--- src/rtl/preamble_lock_ctrl.sv ---
// preamble_lock_ctrl: sequencer for the ADC preamble detector.
//   Arms a detection run, waits out the averager monitor window, searches for a
//   preamble lock under an optional timeout and, once locked, forwards a fixed
//   number of aligned beats downstream with tlast. Every run ends with a detector
//   clear pulse.
// Ports:
//   i_clk, i_rst_n                 clock, asynchronous active-low reset
//   i_start, i_abort               run control pulses
//   i_cfg_*                        run configuration, latched on an accepted start
//   o_det_state_changed            clear pulse to the detector
//   o_det_*_cycle_length           latched monitor/preamble lengths for the detector
//   i_det_tdata/tvalid/matched_pattern  aligned detector output
//   o_m_tdata/tvalid/tlast         payload stream (no backpressure)
//   o_busy, o_locked, o_lock_pattern    run status
//   o_timeout_err, o_realign_err   sticky error flags, cleared on an accepted start
//   o_run_count                    completed runs (wraps)
module preamble_lock_ctrl #(
  parameter int unsigned DATA_WIDTH = 256,
  parameter int unsigned TO_WIDTH   = 32
) (
  input  logic                  i_clk,
  input  logic                  i_rst_n,
  input  logic                  i_start,
  input  logic                  i_abort,
  input  logic [15:0]           i_cfg_monitor_cycles,
  input  logic [15:0]           i_cfg_preamble_cycles,
  input  logic [15:0]           i_cfg_payload_cycles,
  input  logic [TO_WIDTH-1:0]   i_cfg_timeout_cycles,
  output logic                  o_det_state_changed,
  output logic [15:0]           o_det_monitor_cycle_length,
  output logic [15:0]           o_det_preamble_cycle_length,
  input  logic [DATA_WIDTH-1:0] i_det_tdata,
  input  logic                  i_det_tvalid,
  input  logic [15:0]           i_det_matched_pattern,
  output logic [DATA_WIDTH-1:0] o_m_tdata,
  output logic                  o_m_tvalid,
  output logic                  o_m_tlast,
  output logic                  o_busy,
  output logic                  o_locked,
  output logic [15:0]           o_lock_pattern,
  output logic                  o_timeout_err,
  output logic                  o_realign_err,
  output logic [15:0]           o_run_count
);

  typedef enum logic [2:0] {
    StIdle, StArm, StMonitor, StSearch, StLocked, StDone
  } state_e;

  localparam logic [TO_WIDTH-1:0] ToOne = TO_WIDTH'(1);

  state_e                r_state;
  logic                  r_state_changed;
  logic [15:0]           r_mon_len;
  logic [15:0]           r_pre_len;
  logic [15:0]           r_pay_len;
  logic [TO_WIDTH-1:0]   r_to_len;
  logic [15:0]           r_mon_cnt;
  logic [TO_WIDTH-1:0]   r_to_cnt;
  logic [15:0]           r_beat_cnt;
  logic [DATA_WIDTH-1:0] r_m_tdata;
  logic                  r_m_tvalid;
  logic                  r_m_tlast;
  logic                  r_busy;
  logic                  r_locked;
  logic [15:0]           r_lock_pattern;
  logic                  r_timeout_err;
  logic                  r_realign_err;
  logic [15:0]           r_run_count;

  logic [TO_WIDTH-1:0]   w_to_next;
  logic [15:0]           w_beat_next;
  logic                  w_lock_hit;

  assign w_to_next   = r_to_cnt + ToOne;
  assign w_beat_next = r_beat_cnt + 16'd1;
  assign w_lock_hit  = i_det_tvalid && (i_det_matched_pattern != 16'd0);

  always_ff @(posedge i_clk or negedge i_rst_n) begin
    if (!i_rst_n) begin
      r_state         <= StIdle;
      r_state_changed <= 1'b0;
      r_mon_len       <= '0;
      r_pre_len       <= '0;
      r_pay_len       <= '0;
      r_to_len        <= '0;
      r_mon_cnt       <= '0;
      r_to_cnt        <= '0;
      r_beat_cnt      <= '0;
      r_m_tdata       <= '0;
      r_m_tvalid      <= 1'b0;
      r_m_tlast       <= 1'b0;
      r_busy          <= 1'b0;
      r_locked        <= 1'b0;
      r_lock_pattern  <= '0;
      r_timeout_err   <= 1'b0;
      r_realign_err   <= 1'b0;
      r_run_count     <= '0;
    end else begin
      // Single-cycle strobes default low.
      r_state_changed <= 1'b0;
      r_m_tvalid      <= 1'b0;
      r_m_tlast       <= 1'b0;
      if (r_state != StIdle && i_abort) begin
        // Abort overrides everything: no beat forwarded, run not counted.
        r_state         <= StIdle;
        r_state_changed <= 1'b1;
        r_busy          <= 1'b0;
        r_locked        <= 1'b0;
      end else begin
        unique case (r_state)
          StIdle: begin
            if (i_start && !i_abort) begin
              r_mon_len       <= i_cfg_monitor_cycles;
              r_pre_len       <= i_cfg_preamble_cycles;
              r_pay_len       <= i_cfg_payload_cycles;
              r_to_len        <= i_cfg_timeout_cycles;
              r_timeout_err   <= 1'b0;
              r_realign_err   <= 1'b0;
              r_state         <= StArm;
              r_state_changed <= 1'b1;
              r_busy          <= 1'b1;
            end
          end
          StArm: begin
            r_mon_cnt <= '0;
            r_to_cnt  <= '0;
            r_state   <= (r_mon_len != 16'd0) ? StMonitor : StSearch;
          end
          StMonitor: begin
            // r_mon_len is nonzero here, so the window is exactly r_mon_len cycles.
            if (r_mon_cnt == r_mon_len - 16'd1) begin
              r_state <= StSearch;
            end else begin
              r_mon_cnt <= r_mon_cnt + 16'd1;
            end
          end
          StSearch: begin
            r_to_cnt <= w_to_next;
            if (w_lock_hit) begin
              // Lock beats a same-cycle timeout; the lock beat is payload beat 1.
              r_lock_pattern <= i_det_matched_pattern;
              if (r_pay_len == 16'd0) begin
                r_state         <= StDone;
                r_state_changed <= 1'b1;
              end else begin
                r_m_tdata  <= i_det_tdata;
                r_m_tvalid <= 1'b1;
                r_beat_cnt <= 16'd1;
                if (r_pay_len == 16'd1) begin
                  r_m_tlast       <= 1'b1;
                  r_state         <= StDone;
                  r_state_changed <= 1'b1;
                end else begin
                  r_state  <= StLocked;
                  r_locked <= 1'b1;
                end
              end
            end else if (r_to_len != '0 && w_to_next == r_to_len) begin
              r_timeout_err   <= 1'b1;
              r_state         <= StDone;
              r_state_changed <= 1'b1;
            end
          end
          StLocked: begin
            if (i_det_tvalid) begin
              if (i_det_matched_pattern == r_lock_pattern) begin
                r_m_tdata  <= i_det_tdata;
                r_m_tvalid <= 1'b1;
                r_beat_cnt <= w_beat_next;
                if (w_beat_next == r_pay_len) begin
                  r_m_tlast       <= 1'b1;
                  r_state         <= StDone;
                  r_state_changed <= 1'b1;
                  r_locked        <= 1'b0;
                end
              end else begin
                // Alignment moved under us: drop the beat and re-arm the detector.
                r_realign_err   <= 1'b1;
                r_beat_cnt      <= '0;
                r_state         <= StArm;
                r_state_changed <= 1'b1;
                r_locked        <= 1'b0;
              end
            end
          end
          StDone: begin
            if (!r_timeout_err) r_run_count <= r_run_count + 16'd1;
            r_state <= StIdle;
            r_busy  <= 1'b0;
          end
          default: r_state <= StIdle;
        endcase
      end
    end
  end

  assign o_det_state_changed         = r_state_changed;
  assign o_det_monitor_cycle_length  = r_mon_len;
  assign o_det_preamble_cycle_length = r_pre_len;
  assign o_m_tdata                   = r_m_tdata;
  assign o_m_tvalid                  = r_m_tvalid;
  assign o_m_tlast                   = r_m_tlast;
  assign o_busy                      = r_busy;
  assign o_locked                    = r_locked;
  assign o_lock_pattern              = r_lock_pattern;
  assign o_timeout_err               = r_timeout_err;
  assign o_realign_err               = r_realign_err;
  assign o_run_count                 = r_run_count;

endmodule

--- config.mk ---
export PLATFORM = sky130hd
export DESIGN_NAME = preamble_lock_ctrl
export DESIGN_NICKNAME = d
export VERILOG_FILES = /design/src/rtl/preamble_lock_ctrl.sv
export SDC_FILE = /design/constraint.sdc
export NUM_CORES = 1
export LEC_CHECK = 0
export ABC_AREA = 1
export CAP_MARGIN = 20
export CORE_AREA = 2 2 263 265
export CTS_CLUSTER_SIZE = 10
export DETAILED_ROUTE_END_ITERATION = 16
export DIE_AREA = 0 0 265 267
export PLACE_DENSITY = 0.57
export SETUP_SLACK_MARGIN = 0.5
export SYNTH_ARGS = -nofsm -noshare
export SYNTH_HDL_FRONTEND = slang
export SYNTH_SLANG_ARGS = --single-unit
--- constraint.sdc ---
create_clock -name i_clk -period 3.1 [get_ports i_clk]
set_clock_uncertainty 0.05 [all_clocks]
set_input_delay 0.62 -clock i_clk [delete_from_list [all_inputs] [get_ports i_clk]]
set_output_delay 0.62 -clock i_clk [all_outputs]
set_load 0.005 [all_outputs]
==> results.toml <==
[routing]
vias = 19500
drtAntennaViolNets = 0
viasPerCell = 4.55
dr.first_iter.drc_count = 1370
drc = 0
drt_first_pass_iters = 5
wire_per_inst_um = 19.4
routed_wl_mm = 83.1

[timing]
hold_violations = 0
period_minus_slack_ns = 2.46
finalMaxSlewViolations = 0
rsz0062_at_grt = "true"
fin_setup_tns_ns = 0
worstMarginPinSlew_ns = 0.680
fmax_mhz = 406
slew_headroom = 0.547
post-route-period-util = 0.794
setup-violations-final = 0

[power]
power_density_nw_per_um2 = 861
peakVddDrop_mv = 0.488
leakage_nw = 14.7

[cts]
insertion_delay_ns = 0.60
clock-sinks = 442
numCtsBuffers = 55
cts_buffer_depth = 3
htree_levels = 2
cts_root_buf = "clkbuf_16"
path_clk_slew_ns = 0.06
cts_tree = "built"

[die]
rows = 96
io_pins = 684
start_util = 0.308
die_area_um2 = 70800
die_width_um = 265
core_um2 = 68000
dieHeight_um = 267

[layout]
nets = 3728
fin_cells = 4292
syn2layout_area_growth_pct = 48.2
drive_above_1_share = 0.0772
nFillCells = 6654

[placement]
placed_cells = 4178
portBuffers = 683
dp_hpwl_mm = 64.4
globalplace.congestion = 0.906

[global_routing]
grt_pass1_wl_mm = 122
grt_max_degree = 68
grt_overflow = 0
antenna_found_initial = 17
grt_pass1_vias = 19500
grt.total_usage = 0.228

[worst_hold_path]
hold_start = "o_run_count[15]"
whs_path_depth = 1
min_to = "o_run_count[15]"
hold_class = "register to register"

[worst_setup_path]
critPathRequiredTime_ns = 3.55
reg2reg_setup_slack_ns = 0.64
worstSetupPathType = "register to register"
r2r_end = "r_state[1]"
reg2reg_depth = 19
rr_startpoint = "r_to_cnt[0]"
arrival_ns = 2.91
startpoint_type = "register"
crit_path_max_fanout = 5
endpoint_kind = "register"

[logic_synthesis]
synth_cell_types = 46
synthesis.area_um2 = 21000
synth_cells = 2627
synth_fp_nets = 2989
synth-seq-area-share = 0.528
ys_ff_latch = 442
syn_avg_cell_area_um2 = 7.98
yosysTopAreaCellShare = 0.528
yosys_warnings = 0
yosysTopAreaCell = "dfrtp_1"
netlist_top_cells_area = "dfrtp_1 53%, nand2_1 23%, inv_1 3.1%"

[flow_run]
max_cap_viol_count = 0

[outcome]
status = "complete, no violations"
-- registers in the layout (all words and copies together), names as in the netlist, 16 cells and up --
register and cells:
o_det_monitor_cycle_length 16, o_det_preamble_cycle_length 16, o_lock_pattern 16, o_m_tdata 256
o_run_count 16, r_beat_cnt 16, r_mon_cnt 16, r_pay_len 16
r_to_cnt 32, r_to_len 32
-- area by class of cell --
class                   instances  area [um2]  share of cell area
clock buffers                  77        1560              0.0502
clock inverters                 9        51.3             0.00165
repair buffers                771        7810               0.251
diodes                         15        37.5             0.00121
well taps                     882        1100              0.0355
multi-input cells            1915        8760               0.282
inverters                     181         689              0.0222
flip-flops and latches        442       11100               0.356
-- per-layer routing --
metal / routed length (um) / track usage
met1: 33900 / 0.282
met5: 0 / 0
met3: 7110 / 0.0753
met2: 39400 / 0.366
met4: 2690 / 0.0960
-- critical path, cell delays in order, from the launching register on --
cell,delay (ns)
dfrtp_1,0.43
ha_4,0.17
nand2_2,0.11
nor2_8,0.20
buf_4,0.16
nand3_4,0.11
inv_2,0.08
nand2_1,0.05
nand2_1,0.07
nand2_1,0.06
nand2_1,0.13
nand2_1,0.07
nor2_1,0.10
nand2_1,0.08
nor2_4,0.11
nand3_2,0.10
nand3_2,0.11
nand2_1,0.05
nand2_1,0.05
nand2_1,0.04
-- cell usage after synthesis (all sizes together) --
| master | number |
|---|---|
| nand2 | 1314 |
| dfrtp | 442 |
| inv | 180 |
| nor2 | 171 |
| nand3 | 113 |
| o21ai | 87 |
| buf | 62 |
| xor2 | 43 |
| o22ai | 35 |
| clkbuf | 27 |
| xnor2 | 26 |
| nand4 | 24 |
| nor3 | 18 |
| nand3b | 13 |
| o31ai | 13 |
| nor4 | 12 |
| mux2 | 11 |
| a21oi | 9 |
| ha | 5 |
| and3 | 4 |
| xnor3 | 4 |
| and2 | 3 |
| nor3b | 3 |
| o21a | 2 |
| or2 | 2 |
| a211oi | 1 |
| a21o | 1 |
| clkinv | 1 |
| o21bai | 1 |
-- repair_timing --
| action | 4_1_cts | 5_1_grt |
|---|---|---|
| setup buffers | 1 | 9 |
| gates cloned | 0 | 2 |
| hold buffers | 1 | 0 |
| endpoints found under the setup margin | 16 | 300 |
| resized for setup | 4 | 36 |
| endpoints found under the hold margin | 15 | 0 |
| pin swaps | 1 | 11 |
-- placed cells by master (no fill, tap or decap), drive strengths merged, types with 2 or more instances in the layout --
master / synthesis / final
nand2: 1314 / 1314
clkdlybuf4s50: 0 / 682
dfrtp: 442 / 442
inv: 180 / 181
nor2: 171 / 171
nand3: 113 / 113
o21ai: 87 / 87
buf: 62 / 86
clkbuf: 27 / 79
xor2: 43 / 43
o22ai: 35 / 35
xnor2: 26 / 26
nand4: 24 / 24
nor3: 18 / 18
diode: 0 / 15
o31ai: 13 / 13
nand3b: 13 / 13
nor4: 12 / 12
mux2: 11 / 11
a21oi: 9 / 9
clkinv: 1 / 8
ha: 5 / 5
xnor3: 4 / 4
and3: 4 / 4
and2: 3 / 3
nor3b: 3 / 3
or2: 2 / 2
o21a: 2 / 2
-- per-stage QoR --
| step | util | hold WS, ns | power, mW | setup WS, ns | area [um2] |
|---|---|---|---|---|---|
| 2_1_floorplan | - | 0.274 | 14.0 | 0.897 | 21000 |
| 3_3_place_gp | 0.429 | 0.412 | 20.5 | 0.132 | 29200 |
| 3_5_place_dp | 0.429 | 0.414 | 20.5 | 0.0963 | 29200 |
| 4_1_cts | 0.453 | 0.426 | 26.8 | 0.489 | 30800 |
| 5_1_grt | 0.457 | 0.438 | 28.6 | 0.401 | 31100 |
| 6_report | 0.457 | 0.422 | 26.8 | 0.638 | 31100 |
-- logic make-up after synthesis --
kind of cell	Yosys count	share of synthesized area
adder cells (fa/ha/maj)	5	0.00298
AND/OR/NAND/NOR	1677	0.329
AO/OA/AOI/OAI	149	0.0411
flip-flops	442	0.528
multiplexers	11	0.00591
XOR/XNOR	73	0.0331
buffers and inverters	270	0.0600
-- worst max path at each step --
stage | from | endpoint
after floorplan | o_det_monitor_cycle_length[0] | r_mon_cnt[9]
after global placement | i_det_matched_pattern[8] | o_m_tdata[14]
after detailed placement | i_det_matched_pattern[8] | o_m_tdata[59]
after CTS | r_beat_cnt[0] | r_state[1]
after global routing | r_to_cnt[0] | r_state[1]
final | r_to_cnt[0] | r_state[1]
-- report_power, final --
| group | leakage, nW | switching (mW) | internal (mW) |
|---|---|---|---|
| registers | 5.64 | 1.78 | 8.03 |
| logic | 8.28 | 5.23 | 5.75 |
| clock network | 0.794 | 2.53 | 3.45 |
| total | 14.7 | 9.53 | 17.2 |
No activity file was read; power rests on OpenSTA's default activity.
